**src/rtl/comperator_pkg.sv**
```systemverilog
`default_nettype none
// ============================================================================
// comperator_pkg - shared constants and state encoding for the block sequencer
// Revision: 1.0
// ============================================================================
package comperator_pkg;

  localparam int FRAME_WIDTH    = 320;
  localparam int FRAME_HEIGHT   = 240;
  localparam int BLOCK_SIZE     = 8;
  localparam int DATA_WIDTH     = 24;

  localparam int NUM_BLOCKS     = FRAME_WIDTH / BLOCK_SIZE;
  localparam int NUM_BLOCK_ROWS = FRAME_HEIGHT / BLOCK_SIZE;

  localparam int STATE_W = 3;
  localparam logic [STATE_W-1:0] S_IDLE    = 3'd0;
  localparam logic [STATE_W-1:0] S_ISSUE   = 3'd1;
  localparam logic [STATE_W-1:0] S_GAP     = 3'd2;
  localparam logic [STATE_W-1:0] S_WAIT    = 3'd3;
  localparam logic [STATE_W-1:0] S_CAPTURE = 3'd4;
  localparam logic [STATE_W-1:0] S_EMIT    = 3'd5;

  // Counter width for a range of n values; never narrower than one bit.
  function automatic int clog2_min1(input int n);
    return (n > 1) ? $clog2(n) : 1;
  endfunction

endpackage
`default_nettype wire

```
**src/rtl/comperator_axi_ip_v1_0_result_buf.sv**
```systemverilog
`default_nettype none
// ============================================================================
// comperator_axi_ip_v1_0_result_buf - per-block result register file
// Revision: 1.0
// ============================================================================
module comperator_axi_ip_v1_0_result_buf
  import comperator_pkg::*;
#(
  parameter  int DEPTH = NUM_BLOCKS,
  parameter  int WIDTH = DATA_WIDTH,
  localparam int AW    = clog2_min1(DEPTH)
) (
  input  logic             clk,
  input  logic             wr_en,
  input  logic [AW-1:0]    wr_addr,
  input  logic [WIDTH-1:0] wr_data,
  input  logic [AW-1:0]    rd_addr,
  output logic [WIDTH-1:0] rd_data
);

  logic [WIDTH-1:0] mem_q [DEPTH];

  // Contents are don't-care after reset, so no reset term on the storage.
  always_ff @(posedge clk) begin
    if (wr_en) begin
      mem_q[wr_addr] <= wr_data;
    end
  end

  assign rd_data = mem_q[rd_addr];

endmodule
`default_nettype wire

```
**src/rtl/comperator_axi_ip_v1_0_block_sequencer.sv**
```systemverilog
`default_nettype none
// ============================================================================
// comperator_axi_ip_v1_0_block_sequencer - runs the distance unit over one
// block-row, then streams it as BLOCK_SIZE full lines on AXI4-Stream.
// Revision: 1.0
// ============================================================================
module comperator_axi_ip_v1_0_block_sequencer #(
  parameter int FRAME_WIDTH  = comperator_pkg::FRAME_WIDTH,
  parameter int FRAME_HEIGHT = comperator_pkg::FRAME_HEIGHT,
  parameter int BLOCK_SIZE   = comperator_pkg::BLOCK_SIZE,
  parameter int DATA_WIDTH   = comperator_pkg::DATA_WIDTH
) (
  input  logic                  aclk,
  input  logic                  aresetn,
  input  logic                  start,
  output logic                  busy,
  output logic                  row_done,
  output logic [15:0]           count,
  output logic                  go,
  input  logic                  dist_done,
  input  logic [DATA_WIDTH-1:0] grayscaled_pixel,
  output logic [DATA_WIDTH-1:0] m_axis_tdata,
  output logic                  m_axis_tvalid,
  input  logic                  m_axis_tready,
  output logic                  m_axis_tlast,
  output logic                  m_axis_tuser
);
  import comperator_pkg::*;

  localparam int N_BLK  = FRAME_WIDTH / BLOCK_SIZE;
  localparam int N_ROWS = FRAME_HEIGHT / BLOCK_SIZE;
  localparam int CNT_W  = clog2_min1(N_BLK);
  localparam int PIX_W  = clog2_min1(BLOCK_SIZE);
  localparam int ROW_W  = clog2_min1(N_ROWS);

  localparam logic [CNT_W-1:0] LAST_BLK  = CNT_W'(N_BLK - 1);
  localparam logic [PIX_W-1:0] LAST_PIX  = PIX_W'(BLOCK_SIZE - 1);
  localparam logic [ROW_W-1:0] LAST_ROW  = ROW_W'(N_ROWS - 1);

  logic [1:0]         rst_sync_q;
  logic               rst_n;
  logic [STATE_W-1:0] state_q, state_d;
  logic [CNT_W-1:0]   count_q, count_d;
  logic [PIX_W-1:0]   pix_q, pix_d;
  logic [CNT_W-1:0]   blk_q, blk_d;
  logic [PIX_W-1:0]   line_q, line_d;
  logic [ROW_W-1:0]   blk_row_q, blk_row_d;
  logic               busy_q, busy_d;
  logic               row_done_q, row_done_d;
  logic [DATA_WIDTH-1:0] rd_data;

  // Reset asserts asynchronously and releases two clocks after aresetn rises.
  always_ff @(posedge aclk or negedge aresetn) begin
    if (!aresetn) begin
      rst_sync_q <= 2'b00;
    end else begin
      rst_sync_q <= {rst_sync_q[0], 1'b1};
    end
  end
  assign rst_n = rst_sync_q[1];

  always_ff @(posedge aclk or negedge rst_n) begin
    if (!rst_n) begin
      state_q    <= S_IDLE;
      count_q    <= '0;
      pix_q      <= '0;
      blk_q      <= '0;
      line_q     <= '0;
      blk_row_q  <= '0;
      busy_q     <= 1'b0;
      row_done_q <= 1'b0;
    end else begin
      state_q    <= state_d;
      count_q    <= count_d;
      pix_q      <= pix_d;
      blk_q      <= blk_d;
      line_q     <= line_d;
      blk_row_q  <= blk_row_d;
      busy_q     <= busy_d;
      row_done_q <= row_done_d;
    end
  end

  always_comb begin
    state_d    = state_q;
    count_d    = count_q;
    pix_d      = pix_q;
    blk_d      = blk_q;
    line_d     = line_q;
    blk_row_d  = blk_row_q;
    busy_d     = busy_q;
    row_done_d = 1'b0;
    case (state_q)
      // A start coinciding with the row_done pulse is dropped, not queued.
      S_IDLE: begin
        if (start && !row_done_q) begin
          count_d = '0;
          busy_d  = 1'b1;
          state_d = S_ISSUE;
        end
      end
      S_ISSUE: state_d = S_GAP;
      S_GAP:   state_d = S_WAIT;
      S_WAIT: begin
        if (dist_done) begin
          state_d = S_CAPTURE;
        end
      end
      S_CAPTURE: begin
        if (count_q == LAST_BLK) begin
          pix_d   = '0;
          blk_d   = '0;
          line_d  = '0;
          state_d = S_EMIT;
        end else begin
          count_d = count_q + CNT_W'(1);
          state_d = S_ISSUE;
        end
      end
      S_EMIT: begin
        if (m_axis_tready) begin
          if (pix_q != LAST_PIX) begin
            pix_d = pix_q + PIX_W'(1);
          end else begin
            pix_d = '0;
            if (blk_q != LAST_BLK) begin
              blk_d = blk_q + CNT_W'(1);
            end else begin
              blk_d = '0;
              if (line_q != LAST_PIX) begin
                line_d = line_q + PIX_W'(1);
              end else begin
                state_d    = S_IDLE;
                busy_d     = 1'b0;
                row_done_d = 1'b1;
                blk_row_d  = (blk_row_q == LAST_ROW) ? '0 : blk_row_q + ROW_W'(1);
              end
            end
          end
        end
      end
      default: state_d = S_IDLE;
    endcase
  end

  // Stream fields depend only on registered counters, so they hold under stall.
  always_comb begin
    go            = (state_q == S_ISSUE);
    m_axis_tvalid = (state_q == S_EMIT);
    m_axis_tdata  = m_axis_tvalid ? rd_data : '0;
    m_axis_tlast  = m_axis_tvalid && (blk_q == LAST_BLK) && (pix_q == LAST_PIX);
    m_axis_tuser  = m_axis_tvalid && (blk_row_q == '0) && (line_q == '0) &&
                    (blk_q == '0) && (pix_q == '0);
  end

  assign busy     = busy_q;
  assign row_done = row_done_q;
  assign count    = 16'(count_q);

  comperator_axi_ip_v1_0_result_buf #(
    .DEPTH (N_BLK),
    .WIDTH (DATA_WIDTH)
  ) u_result_buf (
    .clk     (aclk),
    .wr_en   (state_q == S_CAPTURE),
    .wr_addr (count_q),
    .wr_data (grayscaled_pixel),
    .rd_addr (blk_q),
    .rd_data (rd_data)
  );

endmodule
`default_nettype wire
```
**config.mk**
```make
export PLATFORM = sky130hd
export DESIGN_NAME = comperator_axi_ip_v1_0_block_sequencer
export DESIGN_NICKNAME = d
export VERILOG_FILES = /design/src/rtl/comperator_pkg.sv /design/src/rtl/comperator_axi_ip_v1_0_result_buf.sv /design/src/rtl/comperator_axi_ip_v1_0_block_sequencer.sv
export SDC_FILE = /design/constraint.sdc
export NUM_CORES = 1
export LEC_CHECK = 0
export ABC_AREA = 1
export BUFFER_PORTS_ARGS = -buffer_cell sky130_fd_sc_hd__buf_4
export CAP_MARGIN = 20
export CORE_UTILIZATION = 40
export CTS_CLUSTER_SIZE = 28
export DETAILED_ROUTE_END_ITERATION = 8
export PLACE_DENSITY_LB_ADDON = 0.3
export SLEW_MARGIN = 20
export SYNTH_ARGS = -nofsm -noshare
export SYNTH_HDL_FRONTEND = slang
export SYNTH_SLANG_ARGS = --single-unit
```
**constraint.sdc**
```tcl
create_clock -name aclk -period 2 [get_ports aclk]
set_clock_uncertainty 0.05 [all_clocks]
set_input_delay 0.4 -clock aclk [delete_from_list [all_inputs] [get_ports aclk]]
set_output_delay 0.4 -clock aclk [all_outputs]
set_load 0.02 [all_outputs]
```
Word-level counts from Yosys, hierarchy flattened. Memory sizes are Yosys's and may differ from the RTL's. Index checks and enable logic that the tools add are counted.

Register bits after elaboration: 30. Latch bits: 0. Memory bits (writable): 960. Memory bits (read-only): 0. Bits of input ports: 29. Output and inout bits: 46. Logic and storage cells: 102. Memories kept: 1.

Add/subtract/negate cells: 5. Multiply operators: 0. Divide/modulo/power cells: 0. $lt $le $gt $ge: 0. Eq/ne operators: 21. Shift-type cells: 0. Muxes and demuxes: 40. Bitwise gates (word level): 3. Reduce and logical (&&, ||, !) cells: 23.

Memories: u_result_buf.mem_q (words 40, width 24, read ports 1, clocked after memory_dff 0, write ports 1, RTL line comperator_axi_ip_v1_0_result_buf.sv:21) `logic [WIDTH-1:0] mem_q [DEPTH];`.

Operators with widths (number): $mux 3 (14); $mux 6 (6); $mux 24 (1); $pmux 6 s2 (2); $pmux 3 s6 (1); $reduce_and 6->1 (3); $ne 2x2->1 const B (7); $add 6x1->6 const B (2); $eq 6x6->1 const B (2); $mux 1 (12); $pmux 3 s2 (2); $eq 3x3->1 const B (3); $logic_not 3->1 (3); $logic_and 1x1->1 (7); $add 3x1->3 const B (2); $eq 3x2->1 const B (2); $logic_not 6->1 (1); $ne 3x3->1 const B (2); $ne 6x6->1 const B (1); $reduce_and 3->1 (2); $reduce_bool 2->1 (3); $add 5x1->5 const B (1); $eq 5x5->1 const B (1); $logic_not 5->1 (1); 8 further kinds (11).

Longest topological paths before layout. Gate-level depths: netlist of the first run.

Word-level depth: 6. Depth in mapped cells: 11. Depth with buffers taken out: 10.

Cells and area by module. A second synthesis of the first run with hierarchy kept.

Cells, all modules: 3430. Area, all modules: 40840.4 um^2.

By module, submodules not included: comperator_axi_ip_v1_0_result_buf (times used 1, cells each 3135, area each 38750.9 um^2, seq. area each 28827.6 um^2); comperator_axi_ip_v1_0_block_sequencer (times used 1, cells each 295, area each 2089.5 um^2, seq. area each 750.7 um^2).

Least setup slack after synthesis of the first run. Ideal clock, no wire load.

Kind: flip-flop to flip-flop. Start point: register count_q[3]. End point: memory u_result_buf.mem_q[36][0] (netlist bit) (enable). Library setup time: 466 ps. Arrival time: 3302 ps. Data required time: 1484 ps. Path slack: -1818 ps. Stages on the path, launching flop included: 5. Path buffers: 1. Period minus slack after synthesis: 3818 ps. Cell sequence: dfrtp_1 buf_2 nor3_2 nand2_1 nor4_1.

RTL lines: from (decl) (RTL line comperator_axi_ip_v1_0_block_sequencer.sv:43) `logic [CNT_W-1:0] count_q, count_d;`; from (signal assigned) (RTL line comperator_axi_ip_v1_0_block_sequencer.sv:74) `count_q <= count_d;`; to (decl) (RTL line comperator_axi_ip_v1_0_result_buf.sv:21).

Straight into the memory's write port.

Worst setup path in the final report of the first run.
Start point: register blk_q[0]. End point: output m_axis_tdata[3].

Cells in the longest elaborated chain, start to end: 2.

Ends and longest elaborated chain: from (decl) (RTL line comperator_axi_ip_v1_0_block_sequencer.sv:45) `logic [CNT_W-1:0] blk_q, blk_d;`; from (signal assigned) (RTL line comperator_axi_ip_v1_0_block_sequencer.sv:76) `blk_q <= blk_d;`; $mem_v2 40x24; $mux 24 (RTL line comperator_axi_ip_v1_0_block_sequencer.sv:150) `m_axis_tdata = m_axis_tvalid ? rd_data : '0;`; to (decl) (RTL line comperator_axi_ip_v1_0_block_sequencer.sv:22) `output logic [DATA_WIDTH-1:0] m_axis_tdata,`.

Every way passes these cells.

==> metrics, run 1 <==
GP Congestion 0.845; maximum vdd ir drop 0.00122 V; final period utilization 162%; Worst-Skew Late Latency 0.67 ns; IO buf count 64; Worst-path clk slew 0.06 ns; type of the worst setup path reg -> out; RSZ-0062 raised after global routing yes; Final TNS setup -94.00 ns; area used by multi-input combinational logic 11,300 µm²; Area growth syn-to-layout 28.7%; core box area 102,000 µm²; Worst Path Arrival 2.78 ns; H-tree depth 3; CP endpoint kind primary output; Final Setup Violations 639; Hold Path Origin grayscaled_pixel[17]; DRC viols 0; FFs w/ async S/R, synth 3.03%; IO Count 75; CTS root buf clkbuf_16; Power Density 1400 nW/µm²; number of global-route vias before repair 28,500; sequential fraction of the synthesis area 71.1%; clock tree buffer depth 3; WP data required 1.55 ns; GRT Util Overall 23.7%; antenna-violating nets left 0; Reg area 29,600 µm²; Netlist cell types 37; Worst Hold Class in -> reg; top-area cell type share of the netlist area 69.3%; slew margin rel. 53.0%; Critical R2R Capture u_result_buf.mem_q[10][17]$_DFFE_PP_; DRT iter0 DRCs 3,310; Primary FF master, synth edfxtp_1; FF+latch count, synth 990; Startpoint Class flop; first-pass GRT wire length 185,000 µm; antenna violations before repair 3; Fin. Hold Viols 0; Mapped Area 41,600 µm²; PnR worst setup slack -1.23 ns; fin util 52.3%; DRT Wirelength 129,000 µm; Initial Util 40.6%; Vias/cell 5.35; die area 105,000 µm²; r2r startpoint state_q[1]$_DFFE_PN0P_; Slew Limit Fails 0; leading area contributor after synthesis edfxtp_1; Vias 29,600; GRT overflow 0; synth cell count leaders nand2_1 (1,041), edfxtp_1 (960), nand3_1 (491), inv_1 (343), nor2_1 (312); most common cell in the netlist nand2_1; Lkg Pwr 20.4 nW; synthesized instance count 3,729; violations in the final reports setup timing; Critical Path Fanout Max 17; Die Span Y 325 µm; share of layout cells above drive strength 1 22.2%; WL/cell 23.3 µm; Post-synth EDFFs 960; Reg2Reg Depth 12; width of the die 325 µm; clock sink count 990; DRT Pass-1 Iters 5; top post-synthesis cells by area edfxtp_1 (69%), nand2_1 (9.4%), nand3_1 (5.9%), inv_1 (3.1%), nor2_1 (2.8%); Inserted Clock Buffers 101; Final HPWL DP 69,600 µm; fillers 8,567; worst slew pin tran 0.705 ns; syn avg cell area 11.2 µm²; Setup crit start blk_q[0]$_DFFE_PN0P_; setup slack, reg-to-reg -0.23 ns; max frequency 309 MHz; CP Capture Point m_axis_tdata[3]; largest net degree at the start of global routing 42; status finished with violations; Layout Nets 4,115; Ys Warns 0; num rows 117; Final min period 3.23 ns; total of max-cap violations 0; CTS tree yes
[state kept, by name, summed over array words and instances, names as in the netlist]
signal              cells
count_q                 6
blk_row_q               5
pix_q                   3
blk_q                   6
row_done                1
u_result_buf.mem_q    960
rst_sync_q              2
busy                    1
state_q                 3
line_q                  3
[timing repair]
item                                    in CTS  in global routing
hold buffers                                 4                  0
pin swaps                                   99                104
buffers inserted                            58                 27
endpoints found under the hold margin        4                  0
cloned                                      35                 21
resized for setup                          332                165
endpoints found under the setup margin      94               1008
[cell usage in the layout (no fill, tap or decap), types with 55 or more instances in the layout]
cell       Yosys  final
nand3_2        2     76
buf_4         35    209
o21ai_0      115    103
inv_1        343    336
nand3_1      491    393
nor2_4         3     57
buf_12         0    106
clkbuf_16      0    121
edfxtp_1     960    960
nor2_1       312    244
nand2_2        1     55
nand2_1     1041    967
[layer usage]
layer,global-route usage [%],part of all wire [%]
met1,32.0,40
met2,36.7,46
met3,5.66,10
met4,9.70,3.8
met5,0,0.016
[area by class of cell]
type / instances / area share [%]
antenna: 1 / 0.00467
clock buffer: 121 / 4.90
clock inverter: 66 / 1.25
inverter: 351 / 2.54
multi-input combinational: 2181 / 21.2
sequential: 990 / 55.3
tap: 1368 / 3.20
timing repair buffer: 447 / 11.6
timing repair inverter: 2 / 0.0864
[metrics by stage]
stage / total power [mW] / std cells / worst slack [ns] / hold WS (ns) / area (µm²)
after floorplan: 37.2 / 3738 / -0.283 / 0.0544 / 42000
after global placement: 48.3 / 5214 / -0.807 / 0.132 / 46200
after detailed placement: 48.5 / 5214 / -0.833 / 0.134 / 46200
after CTS: 73.1 / 5492 / -1.24 / 0.139 / 52300
after global routing: 78.0 / 5526 / -1.29 / 0.155 / 53600
final: 75.2 / 5527 / -1.23 / 0.153 / 53600
[kinds of logic (layout without fill, tap and decap cells)]
logic type	count (synthesis)	in the layout	share of synthesized area, %
flip-flops	990	990	71.1
other	2	12	0.0180
buffers and inverters	567	987	6.02
XOR/XNOR	7	7	0.147
AND/OR/NAND/NOR	1869	1869	18.6
adder cells (fa/ha/maj)	12	12	0.361
AO/OA/AOI/OAI	282	282	3.82
[worst min-delay path by stage]
stage                                                end  slack (ns)  cells past startpoint
floorplan                        rst_sync_q[0]$_DFF_PN0_        0.05                      0
detailed placement               rst_sync_q[1]$_DFF_PN0_        0.13                      1
global placement                 rst_sync_q[0]$_DFF_PN0_        0.13                      1
CTS                 u_result_buf.mem_q[25][21]$_DFFE_PP_        0.14                      1
global route        u_result_buf.mem_q[25][21]$_DFFE_PP_        0.15                      1
finish              u_result_buf.mem_q[21][17]$_DFFE_PP_        0.15                      1
[worst max-delay path: stages, from the launching register on]
cell and delay [ns]:
dfrtp_4 0.48, buf_6 0.14, clkinv_8 0.08, buf_16 0.16, buf_12 0.13, buf_16 0.15, o21ai_0 0.20, o22ai_1 0.10
o211ai_1 0.41, a21oi_4 0.12, buf_6 0.16
[power by group]
group | internal [mW] | total (mW) | switching, mW
Combinational | 13.2 | 33.2 | 20.1
Sequential | 22.9 | 23.2 | 0.258
Clock | 10.7 | 18.8 | 8.11
Power figures use the tool's default switching activity.
==> run 2, diff against run 1 <==
- PLACE_DENSITY: not set -> 0.57
- PLACE_DENSITY_LB_ADDON: 0.3 -> not set
==> run 2 against run 1 <==
Effect of this change:
- the run still ends with setup timing left
- final area fell by 4.3%
- total power fell by 6.7%
- clock power hardly changed
- fmax down 3.9%
- count of clock-buffer cells in the layout up 12
- sequential power barely moved
- sequential cell count unchanged
- register-to-register slack is essentially flat
- critical endpoint is now m_axis_tdata[19]
- largest cell class unchanged
- largest power group unchanged
- highest routed layer is now met4
==> metrics, run 2 (same netlist as run 1, synthesis figures left out) <==
status finished with violations; violations in the final reports setup timing; Final Setup Violations 459 (-28%); IO Count 75 (unchanged); Worst-Skew Late Latency 0.66 ns (about the same); Reg with most FFs u_result_buf.mem_q; Vias 28,600 (-3.4%); max frequency 297 MHz (-3.9%); antenna-violating nets left 0 (unchanged); num rows 117 (unchanged); IO buf count 64 (unchanged); Hold Path Origin grayscaled_pixel[1]; GRT overflow 0 (unchanged); Vias/cell 5.20 (-2.8%); largest net degree at the start of global routing 45 (+7.1%); die area 105,000 µm² (unchanged); clock tree buffer depth 3 (unchanged); type of the worst setup path reg -> out; DP Worst Slack -0.987 ns (-0.154 ns); Final min period 3.36 ns (+0.130 ns); critical path cell sequence buf_6 -> buf_16 -> buf_12 -> nand2_1 -> nand3_1 -> a21oi_2 -> nor2_1 -> buf_4 -> nand2_1 -> nand3_2 -> a21oi_4 -> buf_6; antenna violations before repair 1 (-2); DRT iter0 DRCs 3,255 (-1.7%); Worst Hold Depth 1 (unchanged); Initial Util 40.6% (unchanged); Worst Hold Class in -> reg; Lkg Pwr 19.7 nW (-3.6%); commonest non-fill, non-tap cell in the layout nand2_1; worst slew pin tran 0.590 ns (-0.115 ns); share of layout cells above drive strength 1 17.1% (-5.1 points); number of global-route vias before repair 27,200 (-4.7%); width of the die 325 µm (unchanged); H-tree depth 3 (unchanged); Critical Path Fanout Max 44 (+27); PnR worst setup slack -1.36 ns (-0.130 ns); WP data required 1.55 ns (about the same); clock sink count 990 (unchanged); Startpoint Class flop; Fin. Hold Viols 0 (unchanged); slew margin rel. 60.7% (+7.7 points); number of flip-flops in the largest register 960 (unchanged); Buf+Inv Stages, Crit Path 5 (-1); WL/cell 22.4 µm (-3.6%); r2r startpoint blk_q[0]$_DFFE_PN0P_; setup slack, reg-to-reg -0.24 ns (about the same); RSZ-0062 raised after global routing yes; most frequent cells in the layout nand2_1 (1,026), edfxtp_1 (960), nand3_1 (464); DRC viols 0 (unchanged); core box area 102,000 µm² (unchanged); total of max-cap violations 0 (unchanged); GRT Util Overall 22.9% (-0.82 points); DRT Pass-1 Iters 6 (+1); Final HPWL DP 74,600 µm (+7.1%); Layout Nets 4,090 (-0.61%); Worst-path clk slew 0.06 ns (about the same); first-pass GRT wire length 181,000 µm (-2.3%); slowest library cell on the worst path dfrtp_4; DRT Wirelength 123,000 µm (-4.1%); hold_ws 0.143 ns (-0.0102 ns); CP endpoint kind primary output; CTS tree yes; family with the most delay on the worst path buffers and inverters; Inserted Clock Buffers 103 (+2.0%); Slew Limit Fails 0 (unchanged); maximum vdd ir drop 0.000899 V (-27%); Power Density 1370 nW/µm² (-2.4%); Hold EP u_result_buf.mem_q[35][1]$_DFFE_PP_; CTS root buf clkbuf_16; Reg2Reg Depth 10 (-2); final period utilization 168% (+6.5 points); GP Congestion 0.834 (-1.3%); fillers 8,986 (+4.9%); Worst path max stage delay 0.56 ns (+0.08 ns); Die Span Y 325 µm (unchanged); biggest regs u_result_buf.mem_q (960), blk_q (6), count_q (6); Final TNS setup -61.50 ns (+32.50 ns); Worst Path Arrival 2.91 ns (+0.13 ns); Critical R2R Capture busy$_DFFE_PN0P_; Area growth syn-to-layout 23.1%
-- run 2: cell types whose count changed in the layout (fill, tap and decap cells not counted), moves of 13 or more --
cell / change
a21oi_1: +16
a21oi_2: -13
buf_16: -35
buf_4: +58
buf_6: -32
nand2_1: +59
nand2_2: -44
nand2_4: -14
nand3_1: +71
nand3_2: -53
nand3_4: -18
nor2_1: +23
nor2_4: -13
-- run 2: power by group --
group / switching (mW) / internal [mW]
Sequential: 0.254 / 22.9
Combinational: 17.7 / 10.7
Clock: 7.85 / 10.9
-- run 2: worst register-to-register path, stage by stage, from the launching register on --
cell and delay (ns):
dfrtp_4 0.52, buf_4 0.20, buf_12 0.15, buf_4 0.17
ha_1 0.17, nand4_1 0.16, nor3_2 0.20, nand3_2 0.20
buf_4 0.19, nand2_1 0.04, o21ai_0 0.06
-- run 2: worst max-delay path by stage --
stage	start	to	depth (start not counted)
2_1_floorplan	state_q[0]$_DFFE_PN0P_	u_result_buf.mem_q[33][0]$_DFFE_PP_	5
3_3_place_gp	blk_q[1]$_DFFE_PN0P_	m_axis_tdata[4]	10
3_5_place_dp	blk_q[1]$_DFFE_PN0P_	m_axis_tdata[4]	10
4_1_cts	blk_q[0]$_DFFE_PN0P_	m_axis_tdata[7]	12
5_1_grt	blk_q[0]$_DFFE_PN0P_	m_axis_tdata[19]	12
6_report	blk_q[0]$_DFFE_PN0P_	m_axis_tdata[19]	12
-- run 2: cell type report --
type | instances | area, µm² | share of cell area (%)
Clock buffer | 133 | 2730 | 5.33
Multi-Input combinational cell | 2181 | 10300 | 20.2
Clock inverter | 47 | 498 | 0.972
Antenna cell | 2 | 5.00 | 0.00977
Tap cell | 1368 | 1710 | 3.34
Inverter | 351 | 1350 | 2.64
Timing Repair Buffer | 420 | 4990 | 9.73
Sequential cell | 990 | 29600 | 57.8
Timing Repair inverter | 2 | 17.5 | 0.0342
-- run 2: per-stage QoR --
stage,power (mW),utilization (%),instances,cell area [µm²]
4_1_cts,70.1,49.5,5466,50800
3_5_place_dp,49.7,45.7,5271,46800
5_1_grt,73.2,50.0,5492,51200
3_3_place_gp,49.6,45.7,5271,46800
6_report,70.2,50.0,5494,51200
2_1_floorplan,37.2,-,3738,42000
-- run 2: routing by layer --
metal	track usage (%)	part of all wire [%]
met1	32.9	44
met2	37.3	48
met3	2.19	5.7
met4	5.80	2.3
met5	0	0
-- run 2: repair_timing --
action	CTS	global route
gates cloned	7	9
buffers inserted	4	17
setup endpoints to repair	278	850
hold endpoints to repair	4	0
hold buffers	4	0
resized for setup	110	27
pin swaps	20	9
